[src/rtl/sisc_ctrl_pkg.sv]
// sisc_ctrl shared definitions: opcodes, IR fields,
// FSM state encoding and decoded-instruction bundle.
package sisc_ctrl_pkg;

   localparam int OP_MSB = 31;
   localparam int OP_LSB = 28;
   localparam int MM_MSB = 27;
   localparam int MM_LSB = 24;
   localparam int FN_MSB = 3;
   localparam int FN_LSB = 0;

   localparam logic [3:0] OP_NOP = 4'h0;
   localparam logic [3:0] OP_LOD = 4'h1;
   localparam logic [3:0] OP_STR = 4'h2;
   localparam logic [3:0] OP_BRA = 4'h4;
   localparam logic [3:0] OP_BRR = 4'h5;
   localparam logic [3:0] OP_ALU = 4'h8;
   localparam logic [3:0] OP_HLT = 4'hF;

   localparam logic [3:0] ALU_ADD = 4'h1;

   typedef enum logic [2:0] {
      S_START,
      S_FETCH,
      S_DECODE,
      S_EXECUTE,
      S_MEM,
      S_WB,
      S_HALT
   } state_e;

   typedef struct packed {
      logic       alu;
      logic       lod;
      logic       str;
      logic       br;
      logic       nop;
      logic       hlt;
      logic       taken;
      logic       imm;
      logic       rel;
      logic [3:0] func;
   } dec_t;

endpackage

[src/rtl/sisc_ctrl_if.sv]
// Control-unit to datapath signal bundle.
// master = control unit, slave = datapath side.
interface sisc_ctrl_if #(
   parameter int RCNT_W = 16
);
   logic [31:0]       ir;
   logic [3:0]        stat;
   logic              mem_ack;
   logic              ir_load;
   logic              pc_write;
   logic              pc_sel;
   logic              br_sel;
   logic              rf_we;
   logic              wb_sel;
   logic [3:0]        alu_op;
   logic              alu_src;
   logic              stat_en;
   logic              mem_req;
   logic              mem_we;
   logic              halted;
   logic              fault;
   logic [RCNT_W-1:0] retired;

   modport master (
      input  ir, stat, mem_ack,
      output ir_load, pc_write, pc_sel, br_sel,
      output rf_we, wb_sel, alu_op, alu_src,
      output stat_en, mem_req, mem_we,
      output halted, fault, retired
   );

   modport slave (
      output ir, stat, mem_ack,
      input  ir_load, pc_write, pc_sel, br_sel,
      input  rf_we, wb_sel, alu_op, alu_src,
      input  stat_en, mem_req, mem_we,
      input  halted, fault, retired
   );
endinterface

[src/rtl/sisc_ctrl_decode.sv]
// Instruction classifier: opcode to one-hot class,
// plus branch-taken condition and operand fields.
module sisc_ctrl_decode
   import sisc_ctrl_pkg::*;
(
   input  logic [31:0] ir_i,
   input  logic [3:0]  stat_i,
   output dec_t        dec_o
);

   logic [3:0] op;
   logic [3:0] mm;
   logic       unused_ir;

   assign op = ir_i[OP_MSB:OP_LSB];
   assign mm = ir_i[MM_MSB:MM_LSB];
   assign unused_ir = ^ir_i[MM_LSB-1:FN_MSB+1];

   // Unlisted opcodes fall into the NOP class.
   always_comb begin
      dec_o       = '0;
      dec_o.taken = |(mm & stat_i);
      dec_o.imm   = mm[3];
      dec_o.rel   = op[0];
      dec_o.func  = ir_i[FN_MSB:FN_LSB];
      unique case (op)
         OP_LOD:         dec_o.lod = 1'b1;
         OP_STR:         dec_o.str = 1'b1;
         OP_BRA, OP_BRR: dec_o.br  = 1'b1;
         OP_ALU:         dec_o.alu = 1'b1;
         OP_HLT:         dec_o.hlt = 1'b1;
         default:        dec_o.nop = 1'b1;
      endcase
   end

endmodule

[src/rtl/sisc_ctrl.sv]
// sisc multi-cycle control unit: FSM, memory wait
// counter with timeout fault, retired counter.
module sisc_ctrl
   import sisc_ctrl_pkg::*;
#(
   parameter int MEM_TIMEOUT = 8,
   parameter int RCNT_W      = 16
) (
   input  logic       CLK,
   input  logic       RST,
   sisc_ctrl_if.master bus
);

   localparam int CW = $clog2(MEM_TIMEOUT) + 1;
   localparam logic [CW-1:0] WLAST = CW'(MEM_TIMEOUT - 1);

   state_e            state_q, state_d;
   logic [CW-1:0]     wcnt_q, wcnt_d;
   logic [RCNT_W-1:0] ret_q, ret_d;
   logic              fault_q, fault_d;
   dec_t              dec;

   sisc_ctrl_decode u_dec (
      .ir_i   (bus.ir),
      .stat_i (bus.stat),
      .dec_o  (dec)
   );

   assign bus.fault   = fault_q;
   assign bus.retired = ret_q;

   // State and counters; reset abandons any access.
   always_ff @(posedge CLK or posedge RST) begin
      if (RST) begin
         state_q <= S_START;
         wcnt_q  <= '0;
         ret_q   <= '0;
         fault_q <= 1'b0;
      end else begin
         state_q <= state_d;
         wcnt_q  <= wcnt_d;
         ret_q   <= ret_d;
         fault_q <= fault_d;
      end
   end

   // Next state and datapath enables per state.
   always_comb begin
      state_d      = state_q;
      wcnt_d       = '0;
      ret_d        = ret_q;
      fault_d      = fault_q;
      bus.ir_load  = 1'b0;
      bus.pc_write = 1'b0;
      bus.pc_sel   = 1'b0;
      bus.br_sel   = 1'b0;
      bus.rf_we    = 1'b0;
      bus.wb_sel   = 1'b0;
      bus.alu_op   = 4'h0;
      bus.alu_src  = 1'b0;
      bus.stat_en  = 1'b0;
      bus.mem_req  = 1'b0;
      bus.mem_we   = 1'b0;
      bus.halted   = 1'b0;
      unique case (state_q)
         S_START: state_d = S_FETCH;
         S_FETCH: begin
            bus.ir_load  = 1'b1;
            bus.pc_write = 1'b1;
            state_d      = S_DECODE;
         end
         S_DECODE: begin
            state_d = dec.hlt ? S_HALT : S_EXECUTE;
         end
         S_EXECUTE: begin
            bus.alu_op = ALU_ADD;
            unique case (1'b1)
               dec.alu: begin
                  bus.alu_op  = dec.func;
                  bus.alu_src = dec.imm;
                  bus.stat_en = 1'b1;
                  state_d     = S_WB;
               end
               dec.lod, dec.str: state_d = S_MEM;
               dec.br: begin
                  bus.pc_write = dec.taken;
                  bus.pc_sel   = dec.taken;
                  bus.br_sel   = dec.taken & dec.rel;
                  state_d      = S_FETCH;
                  ret_d        = ret_q + 1'b1;
               end
               default: begin
                  state_d = S_FETCH;
                  ret_d   = ret_q + 1'b1;
               end
            endcase
         end
         S_MEM: begin
            bus.mem_req = 1'b1;
            bus.mem_we  = dec.str;
            wcnt_d      = wcnt_q + 1'b1;
            if (bus.mem_ack) begin
               wcnt_d = '0;
               if (dec.lod) begin
                  state_d = S_WB;
               end else begin
                  state_d = S_FETCH;
                  ret_d   = ret_q + 1'b1;
               end
            end else if (wcnt_q == WLAST) begin
               wcnt_d  = '0;
               state_d = S_HALT;
               fault_d = 1'b1;
            end
         end
         S_WB: begin
            bus.rf_we  = 1'b1;
            bus.wb_sel = dec.lod;
            state_d    = S_FETCH;
            ret_d      = ret_q + 1'b1;
         end
         S_HALT: bus.halted = 1'b1;
         default: state_d = S_START;
      endcase
   end

endmodule

[src/flat_wrapper.sv]
// flat-port wrapper written by rule: the top's interface ports become plain ports
module sisc_ctrl_flat import sisc_ctrl_pkg::*;
#(
   parameter int MEM_TIMEOUT = 8,
   parameter int RCNT_W      = 16
)
  (CLK, RST, bus_ir, bus_stat, bus_mem_ack, bus_ir_load, bus_pc_write, bus_pc_sel, bus_br_sel, bus_rf_we, bus_wb_sel, bus_alu_op, bus_alu_src, bus_stat_en, bus_mem_req, bus_mem_we, bus_halted, bus_fault, bus_retired);
  sisc_ctrl_if #(.RCNT_W(RCNT_W)) bus_i ();
  input  logic CLK;
  input  logic RST;
  input wire logic [$bits(bus_i.ir)-1:0] bus_ir;
  input wire logic [$bits(bus_i.stat)-1:0] bus_stat;
  input wire logic [$bits(bus_i.mem_ack)-1:0] bus_mem_ack;
  output wire logic [$bits(bus_i.ir_load)-1:0] bus_ir_load;
  output wire logic [$bits(bus_i.pc_write)-1:0] bus_pc_write;
  output wire logic [$bits(bus_i.pc_sel)-1:0] bus_pc_sel;
  output wire logic [$bits(bus_i.br_sel)-1:0] bus_br_sel;
  output wire logic [$bits(bus_i.rf_we)-1:0] bus_rf_we;
  output wire logic [$bits(bus_i.wb_sel)-1:0] bus_wb_sel;
  output wire logic [$bits(bus_i.alu_op)-1:0] bus_alu_op;
  output wire logic [$bits(bus_i.alu_src)-1:0] bus_alu_src;
  output wire logic [$bits(bus_i.stat_en)-1:0] bus_stat_en;
  output wire logic [$bits(bus_i.mem_req)-1:0] bus_mem_req;
  output wire logic [$bits(bus_i.mem_we)-1:0] bus_mem_we;
  output wire logic [$bits(bus_i.halted)-1:0] bus_halted;
  output wire logic [$bits(bus_i.fault)-1:0] bus_fault;
  output wire logic [$bits(bus_i.retired)-1:0] bus_retired;
  assign bus_i.ir = bus_ir;
  assign bus_i.stat = bus_stat;
  assign bus_i.mem_ack = bus_mem_ack;
  assign bus_ir_load = bus_i.ir_load;
  assign bus_pc_write = bus_i.pc_write;
  assign bus_pc_sel = bus_i.pc_sel;
  assign bus_br_sel = bus_i.br_sel;
  assign bus_rf_we = bus_i.rf_we;
  assign bus_wb_sel = bus_i.wb_sel;
  assign bus_alu_op = bus_i.alu_op;
  assign bus_alu_src = bus_i.alu_src;
  assign bus_stat_en = bus_i.stat_en;
  assign bus_mem_req = bus_i.mem_req;
  assign bus_mem_we = bus_i.mem_we;
  assign bus_halted = bus_i.halted;
  assign bus_fault = bus_i.fault;
  assign bus_retired = bus_i.retired;
  sisc_ctrl #(.MEM_TIMEOUT(MEM_TIMEOUT), .RCNT_W(RCNT_W)) u_core (.CLK(CLK), .RST(RST), .bus(bus_i));
endmodule
[config.mk]
export PLATFORM = sky130hd
export DESIGN_NAME = sisc_ctrl_flat
export DESIGN_NICKNAME = d
export VERILOG_FILES = /design/src/rtl/sisc_ctrl_pkg.sv /design/src/rtl/sisc_ctrl_if.sv /design/src/rtl/sisc_ctrl_decode.sv /design/src/rtl/sisc_ctrl.sv /design/src/flat_wrapper.sv
export SDC_FILE = /design/constraint.sdc
export NUM_CORES = 1
export LEC_CHECK = 0
export ABC_AREA = 1
export CAP_MARGIN = 0
export CORE_UTILIZATION = 45
export DETAILED_ROUTE_END_ITERATION = 6
export PLACE_DENSITY_LB_ADDON = 0.12
export SYNTH_ARGS = -nofsm -noshare
export SYNTH_HDL_FRONTEND = slang
export SYNTH_SLANG_ARGS = --single-unit
[constraint.sdc]
create_clock -name CLK -period 3.19 [get_ports CLK]
set_input_delay 0.319 -clock CLK [delete_from_list [all_inputs] [get_ports CLK]]
set_output_delay 0.319 -clock CLK [all_outputs]
set_load 0.01 [all_outputs]
; After elaboration in Yosys (flattened, before gate mapping)
; Cells that the tools add are included.
[op_classes]
order_cmp = 0
n_reduce_logical = 10
n_shift = 0
addsub = 2
mul = 0
bitwise = 4
mux = 35
n_eq_ne = 17
n_div = 0
[ops]
columns = op, count
row1 = $mux W16, 3
row2 = $pmux W16 S3, 1
row3 = $mux W4, 5
row4 = $mux W1, 19
row5 = $pmux W3 S6, 1
row6 = $add A16 B1 Y16 const B, 1
row7 = $eq A4 B3 Y1 const B, 3
row8 = $mux W3, 4
row9 = $eq A3 B3 Y1 const B, 3
row10 = $eq A4 B4 Y1 const B, 2
row11 = $eq A3 B2 Y1 const B, 2
row12 = $ne A2 B2 Y1 const B, 3
row13 = $pmux W3 S2, 1
row14 = $reduce_or A2 Y1, 3
row15 = $add A4 B1 Y4 const B, 1
row16 = $and A4 B4 Y4, 1
row17 = $eq A4 B1 Y1 const B, 1
row18 = $eq A4 B2 Y1 const B, 1
row19 = $reduce_and A4 Y1, 1
row20 = $reduce_or A4 Y1, 1
row21 = $eq A3 B1 Y1 const B, 1
row22 = $logic_not A3 Y1, 1
row23 = $ne A3 B2 Y1 const B, 1
row24 = $reduce_and A3 Y1, 1
row25 = other kinds (6), 7
[word_totals]
latch_bits = 0
n_memories = 0
mem_bits_rw = 0
rom_bits = 0
out_inout_bits = 32
input_bits = 39
reg_bits = 24

; Logic depth before layout (Yosys ltp)
; Gate-level depths: netlist (run 1).
[logic_depth]
depth_word = 5
ltp_mapped = 10
depth_no_buf = 9

; By module
; A second synthesis (run 1) with hierarchy kept.
[hier_totals]
hier_cells = 259
area_unflattened_um2 = 1684.1
[by_module_without_submodules]
columns = module, seq_area_each_um2, n_inst, cells_per_inst, area_per_inst_um2
row1 = sisc_ctrl, 600.6, 1, 226, 1530.2
row2 = sisc_ctrl_decode, 0.0, 1, 33, 153.9

; Worst setup path before layout (run 1)
; OpenSTA, ideal clock, no wires.
[synth_timing]
path_kind = reg2out
start = register u_core.state_q[2]
end = output port bus_br_sel
slack_ns = 1.597
n_path_buf = 0
arrival_ns = 1.274
path_stages_with_launch = 6
cell_sequence = dfrtp_1 inv_2 nand3_2 nor3_1 inv_1 nor2_1
[synth_between]
elab_chain_len = 2
[synth_rtl]
columns = item, line
row1 = from (decl), sisc_ctrl.sv:17  ; state_e state_q, state_d;
row2 = from (signal assigned), sisc_ctrl.sv:40  ; state_q <= state_d;
row3 = $eq A3 B2 Y1, sisc_ctrl.sv:65  ; unique case (state_q)
row4 = $mux W1, sisc_ctrl.sv:65
row5 = to (decl), flat_wrapper.sv:17  ; output wire logic [$bits(bus_i.br_sel)-1:0] bus_br_sel;
; No other way between the ends.

; Worst setup path after layout (run 1)
; Ends and elaborated chain as after synthesis.

==> results of run 1 <==
[stage by stage]
step / hold WS [ns] / std cells / area (µm²) / worst slack, ns
5_1_grt: 0.486 / 334 / 2160 / 0.682
3_5_place_dp: 0.449 / 331 / 2130 / 0.902
6_report: 0.464 / 334 / 2160 / 0.857
2_1_floorplan: 0.334 / 239 / 1620 / 1.60
4_1_cts: 0.466 / 334 / 2160 / 0.838
3_3_place_gp: 0.440 / 331 / 2130 / 0.905
[worst paths after layout]
| path | start | endpoint | cells after the start |
|---|---|---|---|
| worst max-delay path | u_core.state_q[2] | bus_br_sel | 6 |
| min in group asynchronous | RST | u_core.bus.retired[3] | 2 |
| worst min-delay path | u_core.wcnt_q[0] | u_core.wcnt_q[0] | 1 |
| worst min register to register | u_core.wcnt_q[0] | u_core.wcnt_q[0] | 1 |
| max in group asynchronous | RST | u_core.bus.retired[12] | 2 |
| worst max register to register | u_core.state_q[1] | u_core.bus.retired[9] | 7 |
[flip-flops by register name (all words and copies together) (netlist names)]
signal,count
u_core.bus.retired,16
u_core.wcnt_q,4
u_core.state_q,3
u_core.bus.fault,1
[power by group]
part | total [µW] | internal (µW) | leakage, µW | switching [µW]
registers | 427 | 348 | 0.000326 | 78.9
clock network | 131 | 44.0 | 0.0000138 | 87.3
logic | 542 | 233 | 0.000682 | 309
[metal layers]
metal,vias to the layer above,global-route usage,wire length [µm]
met3,2,0.0393,165
met4,0,0.0381,21
met1,695,0.286,1720
li1,844,-,-
met5,-,0,0
met2,42,0.299,1490
[placed cells by master (no fill, tap or decap)]
master / netlist / final
nand2_1: 92 / 92
clkdlybuf4s50_1: 0 / 50
nor2_1: 42 / 42
dfrtp_1: 24 / 24
inv_1: 23 / 23
nand3_1: 13 / 13
xor2_1: 7 / 7
nand4_1: 5 / 5
nor2_2: 5 / 5
xnor2_1: 5 / 5
o21ai_0: 4 / 4
clkbuf_4: 0 / 3
inv_2: 2 / 2
nor3_1: 2 / 2
nand3_2: 2 / 2
nand2_2: 2 / 2
nor2_4: 2 / 2
ha_1: 2 / 2
o221ai_1: 1 / 1
nor2_8: 1 / 1
a21o_1: 1 / 1
[worst register-to-register path, stage by stage (launching register included)]
cell,delay [ns]
dfrtp_1,0.54
nand2_1,0.10
nor2_1,0.18
nor2_1,0.10
nor2_4,0.13
nand3_2,0.31
nand2_1,0.16
nand2_1,0.07
[kinds of logic (layout without fill, tap and decap cells)]
| family | after synthesis | count (layout) | share of synthesized area |
|---|---|---|---|
| buffers and inverters | 29 | 78 | 0.0856 |
| and+or+nand+nor | 166 | 166 | 0.441 |
| AOI/OAI and AO/OA | 6 | 6 | 0.0224 |
| adders and majority gates | 2 | 2 | 0.0154 |
| xor gates and xnor gates | 12 | 12 | 0.0648 |
| DFF | 24 | 24 | 0.370 |
[layout make-up]
class | count | share of cell area
inverter | 25 | 0.0435
clock buffer | 3 | 0.0104
multi-input combinational | 186 | 0.409
tap | 46 | 0.0267
sequential | 24 | 0.278
timing repair buffer | 50 | 0.232
[synthesized netlist by cell type]
library cell and instances:
nor2_4 2, nor2_2 5, buf_6 2, inv_1 23, o21ai_0 4, xor2_1 7, ha_1 2, nor2_1 42
dfrtp_1 24, nand2_1 92, nand3_1 13, nand3_2 2, a21o_1 1, nand4_1 5, nor2_8 1, inv_2 2
buf_4 1, xnor2_1 5, nor3_1 2, buf_8 1, nand2_2 2, o221ai_1 1
==> qor.yml, run 1 <==
outcome:
  outcome: "finished clean"
floorplan:
  die_x_um: 62.0
  pin_count: 71
  coreArea_um2: 3390
  fp.dieH_um: 62.0
  die-area_um2: 3850
  initial_core_util: 0.478
  placementRows: 21
yosys:
  yosys.cell_types.count: 22
  syn_area_um2: 1620
  yosys_register_bits: 24
  synthTopCellsByArea: "dfrtp_1 (37%), nand2_1 (21%), nor2_1 (9.7%)"
  synthCells: 239
  ys_warn_count: 0
  synthesis.nets: 280
  synth_top_area_share: 0.370
  yosys.area.top_type: "dfrtp_1"
  synth.avg_cell_area_um2: 6.78
  yosysSeqAreaShare: 0.370
worst_setup_path:
  critical_path.max_stage_delay_ns: 0.53
  slowest_stage: "clkdlybuf4s50_1"
  crit_arrival_ns: 2.01
  crit_family: "buffers and inverters"
  path_cells: "inv_2 > nand3_2 > nor3_1 > inv_1 > nor2_1 > clkdlybuf4s50_1"
  worstSetupStartpointType: "flip-flop"
  required_ns: 2.87
  critPathKind: "flip-flop to primary output"
  r2r_setup_slack_ns: 1.53
  critPathCaptureType: "primary output"
  path_buf_inv: 3
  critPathMaxFanout: 8
power_and_ir_drop:
  leakagePower_uw: 0.00102
  peakVddDrop_mv: 0.265
  power.total_uw: 1100
  powerDensity_nw_per_um2: 510
global_routing:
  grt_pass1_vias: 1358
  antenna_found_initial: 0
  grt_pass1_wl_um: 5640
  track_usage: 0.196
  grt_overflow_total: 0
  grt_max_degree: 25
sta:
  fin_tns_setup_ns: 0
  timing.final.crit_share: 0.731
  drv_slew: 0
  hold_violations: 0
  rsz0062_at_grt: "false"
  fin_crit_ns: 2.33
  max_freq_mhz: 429
  slew_headroom: 0.402
  worst_pin_slew_ns: 0.897
  finalSetupViolations: 0
  skew_ns: 0.0175
final_layout:
  multi_input_area_um2: 882
  final_util: 0.636
  nets: 331
  fill_cells: 315
  diodes: 0
  syn_to_final_growth_pct: 33.0
  drive_gt1_frac: 0.0590
  regArea_um2: 601
cts:
  clock_path_buffers: 2
  path_clk_slew_ns: 0.12
  cts_buffers: 3
  cts_resized: 0
  clock_latency_ns: 0.31
  cts_root_buffer: "clkbuf_4"
  tritoncts: "built"
  htreeDepth: 1
  post_cts_buffers: 0
  cts.sinks: 24
  ctsHoldBuffers: 0
drt:
  ant_nets: 0
  drtIter0Drc: 49
  wl_per_cell_um: 10.2
  drc: 0
  vias: 1583
  vias_per_cell: 4.74
  wl_um: 3400
  firstDrtPassIters: 4
place:
  dp.final_hpwl_um: 2720
  place.gp.congestion: 0.905
  port-buffer-count: 50
flow_run:
  cap_violations: 0
worst_hold_path:
  hold_class: "flip-flop to flip-flop"
(Power assumes the default switching activity.)
==> run 2: changes to the inputs <==
--- a/config.mk
+++ b/config.mk
@@ -7,7 +7,7 @@
 export LEC_CHECK = 0
 export ABC_AREA = 1
 export CAP_MARGIN = 0
-export CORE_UTILIZATION = 45
+export CORE_UTILIZATION = 42
 export DETAILED_ROUTE_END_ITERATION = 6
 export PLACE_DENSITY_LB_ADDON = 0.12
 export SYNTH_ARGS = -nofsm -noshare
==> constraint.sdc (replaced) <==
create_clock -name CLK -period 2.4 [get_ports CLK]
set_input_delay 0.24 -clock CLK [delete_from_list [all_inputs] [get_ports CLK]]
set_output_delay 0.24 -clock CLK [all_outputs]
set_load 0.01 [all_outputs]
==> run 2 against run 1 <==
  * Flip-flop and latch count did not move
  * Global-route usage fell by 1.0 points
  * Worst hold slack got worse by 0.16 ns
  * First-iteration DRC count rose by 55%
  * Register-to-register slack got worse by 0.78 ns
  * Non-clock buffer count rose by 1
  * Via count fell by 0.44%
  * Sequential power rose by 32%
  * Count of clock-buffer cells in the layout did not move
  * Clock power rose to 2.7 times the previous value
==> qor.yml, run 2 (synthesis gave the netlist of run 1 again) <==
outcome:
  outcome: "finished clean"
floorplan:
  initial_core_util: 0.440
  fp.dieH_um: 64.1
  die_x_um: 64.1
  coreArea_um2: 3690
  die-area_um2: 4110
  pin_count: 71
  placementRows: 22
cts:
  cts_buffers: 3
  cts_resized: 0
  path_clk_slew_ns: 0.09
  post_cts_buffers: 0
  clock_latency_ns: 0.27
  cts.sinks: 24
  ctsHoldBuffers: 0
  htreeDepth: 1
  tritoncts: "built"
  cts_root_buffer: "clkbuf_8"
  clock_path_buffers: 2
final_layout:
  drive_gt1_frac: 0.0690
  diodes: 0
  final_cell_mix: "nand2_1 (92), clkdlybuf4s50_1 (50), nor2_1 (42), dfrtp_1 (24), inv_1 (23)"
  mostFrequentLayoutCell: "nand2_1"
  nets: 332
  syn_to_final_growth_pct: 37.0
  final_util: 0.602
  largest_reg_flops: 16
sta:
  finalSetupViolations: 0
  timing.final.crit_share: 0.920
  hold_violations: 0
  max_freq_mhz: 453
  skew_ns: 0.00297
  fin_crit_ns: 2.21
  fin_tns_setup_ns: 0
  rsz0062_at_grt: "false"
  drv_slew: 0
  slew_headroom: 0.764
  worst_pin_slew_ns: 0.353
place:
  place.gp.congestion: 0.874
  dp.final_hpwl_um: 2680
  port-buffer-count: 50
drt:
  firstDrtPassIters: 4
  vias_per_cell: 4.66
  drtIter0Drc: 76
  vias: 1576
  wl_per_cell_um: 10.1
  drc: 0
  ant_nets: 0
  wl_um: 3420
global_routing:
  antenna_found_initial: 0
  track_usage: 0.186
  grt-busiest-layer: "met2"
  use_met2: 0.301
  use_met3: 0.0411
  grt_use_met1: 0.249
  grt_max_degree: 25
  grt_overflow_total: 0
  grt_pass1_wl_um: 6020
  grt_pass1_vias: 1416
power_and_ir_drop:
  leakagePower_uw: 0.00105
  peakVddDrop_mv: 0.533
  powerDensity_nw_per_um2: 740
worst_setup_path:
  required_ns: 2.16
  r2r_setup_slack_ns: 0.75
  reg2reg_depth: 7
  worstReg2RegEnd: "u_core.bus.retired[3]"
  critPathKind: "flip-flop to primary output"
  crit_arrival_ns: 1.97
  critPathMaxFanout: 8
  critPathCaptureType: "primary output"
  r2r_start: "u_core.state_q[1]"
  worstSetupStartpointType: "flip-flop"
flow_run:
  cap_violations: 0
worst_hold_path:
  hold_class: "primary input to asynchronous set/reset pin"
run 2: per-layer routing:
layer  vias up  routed length [µm]
met5         -                   0
met2        41                1440
met4         0                  32
met1       696                1760
li1        835                   -
met3         4                 181
run 2: area by class of cell:
cell class | instances | area (µm²)
well taps | 48 | 60.1
clock inverters | 1 | 30.0
multi-input cells | 186 | 887
flip-flops and latches | 24 | 601
inverters | 25 | 93.8
clock buffers | 3 | 41.3
fillers | 377 | 1470
repair buffers | 51 | 508
run 2: metrics by stage:
step	area (µm²)	hold WS [ns]	instances	power [µW]	setup WS, ns
after floorplan	1620	0.255	239	1110	0.886
after global placement	2140	0.443	334	1290	0.272
after detailed placement	2140	0.445	334	1300	0.258
after CTS	2220	0.316	338	1650	0.181
after global routing	2220	0.337	338	1760	0.0185
final	2220	0.307	338	1640	0.193
run 2: where the power goes:
group | leakage [µW] | internal (µW) | total, µW | switching [µW]
clock network | 0.0000357 | 223 | 356 | 133
logic | 0.000687 | 312 | 724 | 412
registers | 0.000326 | 462 | 562 | 99.9
run 2: critical path, stage by stage (launching register included):
cell	delay [ns]
dfrtp_1	0.44
inv_2	0.15
nand3_2	0.13
nor2_2	0.23
inv_1	0.11
nor2_1	0.10
clkdlybuf4s50_1	0.54
run 2: worst max path at each step:
| stage | from | endpoint | slack (ns) | depth (start not counted) |
|---|---|---|---|---|
| global route | u_core.state_q[2] | bus_alu_op[3] | 0.02 | 6 |
| finish | u_core.state_q[2] | bus_alu_op[1] | 0.19 | 6 |
| floorplan | u_core.state_q[2] | bus_br_sel | 0.89 | 5 |
| detailed placement | bus_ir[31] | bus_alu_op[3] | 0.26 | 8 |
| CTS | u_core.state_q[2] | bus_br_sel | 0.18 | 6 |
| global placement | bus_ir[31] | bus_alu_op[2] | 0.27 | 8 |
==> run 3: changes to the inputs <==
--- a/config.mk
+++ b/config.mk
@@ -7,6 +7,7 @@
 export LEC_CHECK = 0
 export ABC_AREA = 1
 export CAP_MARGIN = 0
+export CORE_MARGIN = 2
 export CORE_UTILIZATION = 42
 export DETAILED_ROUTE_END_ITERATION = 6
 export PLACE_DENSITY_LB_ADDON = 0.12
==> run 3 against run 2 <==
  * Flip-flop and latch count unchanged
  * Worst setup slack worse by 0.022 ns
  * Die area grew 6.3%
  * Register-to-register slack is essentially flat
  * Power barely moved
  * Sequential share of layout area unchanged
  * Cell count unchanged
  * Clock power about the same
  * Non-clock buffer count unchanged
  * Count of clock-buffer cells in the layout is the same
  * Combinational power barely moved
==> qor.yml, run 3 (synthesis gave the netlist of run 1 again) <==
outcome:
  outcome: "finished clean"
power_and_ir_drop:
  power.total_uw: 1640
  leakagePower_uw: 0.00105
  internal-power_uw: 998
  power.switching_uw: 644
  p_sw_frac: 0.392
  p_clk_frac: 0.216
  powerDensity_nw_per_um2: 739
  peakVddDrop_mv: 0.410
  seqPwrFrac: 0.344
  pwr-share-comb: 0.440
worst_setup_path:
  path_cells: "inv_2 > nand3_2 > nor2_2 > inv_1 > nor2_1 > clkdlybuf4s50_1"
  slowest_stage: "clkdlybuf4s50_1"
  critPathKind: "flip-flop to primary output"
  critical_path.max_stage_delay_ns: 0.55
  path_buf_inv: 3
  crit_arrival_ns: 1.99
  crit_family: "buffers and inverters"
  worstSetupStartpointType: "flip-flop"
  critPathMaxFanout: 8
  required_ns: 2.16
  critPathCaptureType: "primary output"
cts:
  ctsHoldBuffers: 0
  cts_resized: 0
  clock_latency_ns: 0.27
  cts.sinks: 24
  post_cts_buffers: 0
  path_clk_slew_ns: 0.10
  cts_root_buffer: "clkbuf_8"
  clock_path_buffers: 2
  cts_buffers: 3
  htreeDepth: 1
  tritoncts: "built"
worst_hold_path:
  hold_class: "primary input to asynchronous set/reset pin"
floorplan:
  fp.dieH_um: 66.1
  die-area_um2: 4370
  die_x_um: 66.1
  placementRows: 22
  initial_core_util: 0.440
  coreArea_um2: 3690
  pin_count: 71
final_layout:
  nets: 332
  final_util: 0.602
  diodes: 0
  mostFrequentLayoutCell: "nand2_1"
  drive_gt1_frac: 0.0690
  final_cell_mix: "nand2_1 (92), clkdlybuf4s50_1 (50), nor2_1 (42), dfrtp_1 (24), inv_1 (23)"
  syn_to_final_growth_pct: 37.0
  fill_cells: 369
  largest_reg_flops: 16
place:
  port-buffer-count: 50
  place.gp.congestion: 0.871
  dp.final_hpwl_um: 2780
sta:
  slew_headroom: 0.769
  finalSetupViolations: 0
  rsz0062_at_grt: "false"
  drv_slew: 0
  max_freq_mhz: 449
  fin_tns_setup_ns: 0
  worst_pin_slew_ns: 0.347
  timing.final.crit_share: 0.929
  hold_violations: 0
  skew_ns: 0.0132
  fin_crit_ns: 2.23
drt:
  wl_per_cell_um: 10.4
  vias: 1591
  firstDrtPassIters: 4
  wl_um: 3530
  vias_per_cell: 4.71
  drc: 0
  drtIter0Drc: 81
  ant_nets: 0
global_routing:
  track_usage: 0.180
  grt_pass1_vias: 1465
  antenna_found_initial: 0
  grt_overflow_total: 0
  grt_max_degree: 25
  grt_pass1_wl_um: 6180
flow_run:
  cap_violations: 0
run 3: cell counts in the layout (fill, tap and decap cells not counted):
No cell type changed its count.
run 3: cell type report:
type / count / area, µm² / share of cell area
inverters: 25 / 93.8 / 0.0423
well taps: 48 / 60.1 / 0.0270
clock buffers: 3 / 41.3 / 0.0186
repair buffers: 51 / 508 / 0.229
flip-flops and latches: 24 / 601 / 0.270
multi-input cells: 186 / 887 / 0.399
clock inverters: 1 / 30.0 / 0.0135
run 3: power by group through the flow:
stage | Combinational (µW) | Clock (µW) | Sequential, µW
3_3_place_gp | 725 | 0 | 570
2_1_floorplan | 571 | 0 | 537
5_1_grt | 810 | 370 | 580
3_5_place_dp | 728 | 0 | 572
6_report | 722 | 355 | 564
4_1_cts | 731 | 359 | 565
run 3: path summary, 6_finish.rpt:
kind | endpoint | cells past startpoint | slack, ns | start
max | bus_alu_op[3] | 6 | 0.17 | u_core.state_q[2]
min | u_core.bus.retired[2] | 3 | 0.32 | RST
max reg2reg | u_core.bus.retired[4] | 7 | 0.76 | u_core.state_q[1]
min reg2reg | u_core.bus.fault | 1 | 0.46 | u_core.bus.fault
max in group asynchronous | u_core.bus.retired[6] | 3 | 1.83 | RST
min in group CLK | u_core.bus.fault | 1 | 0.46 | u_core.bus.fault
run 3: through the flow:
step                      hold slack (ns)  area, µm²  instances  worst slack [ns]
after floorplan                     0.255       1620        239             0.886
after global placement              0.442       2140        334             0.262
after detailed placement            0.443       2140        334             0.255
after CTS                           0.328       2220        338             0.167
after global routing                0.363       2220        338           0.00523
final                               0.315       2220        338             0.171
run 3: per-layer routing:
| metal | routed length, µm | GRT usage |
|---|---|---|
| met5 | 0 | 0 |
| met4 | 33 | 0.0459 |
| met3 | 221 | 0.0324 |
| met2 | 1550 | 0.290 |
| met1 | 1720 | 0.248 |
run 3: tightest hold or removal path, stage by stage:
cell and delay, ns:
clkdlybuf4s50_1 0.40, inv_1 0.05, buf_4 0.29
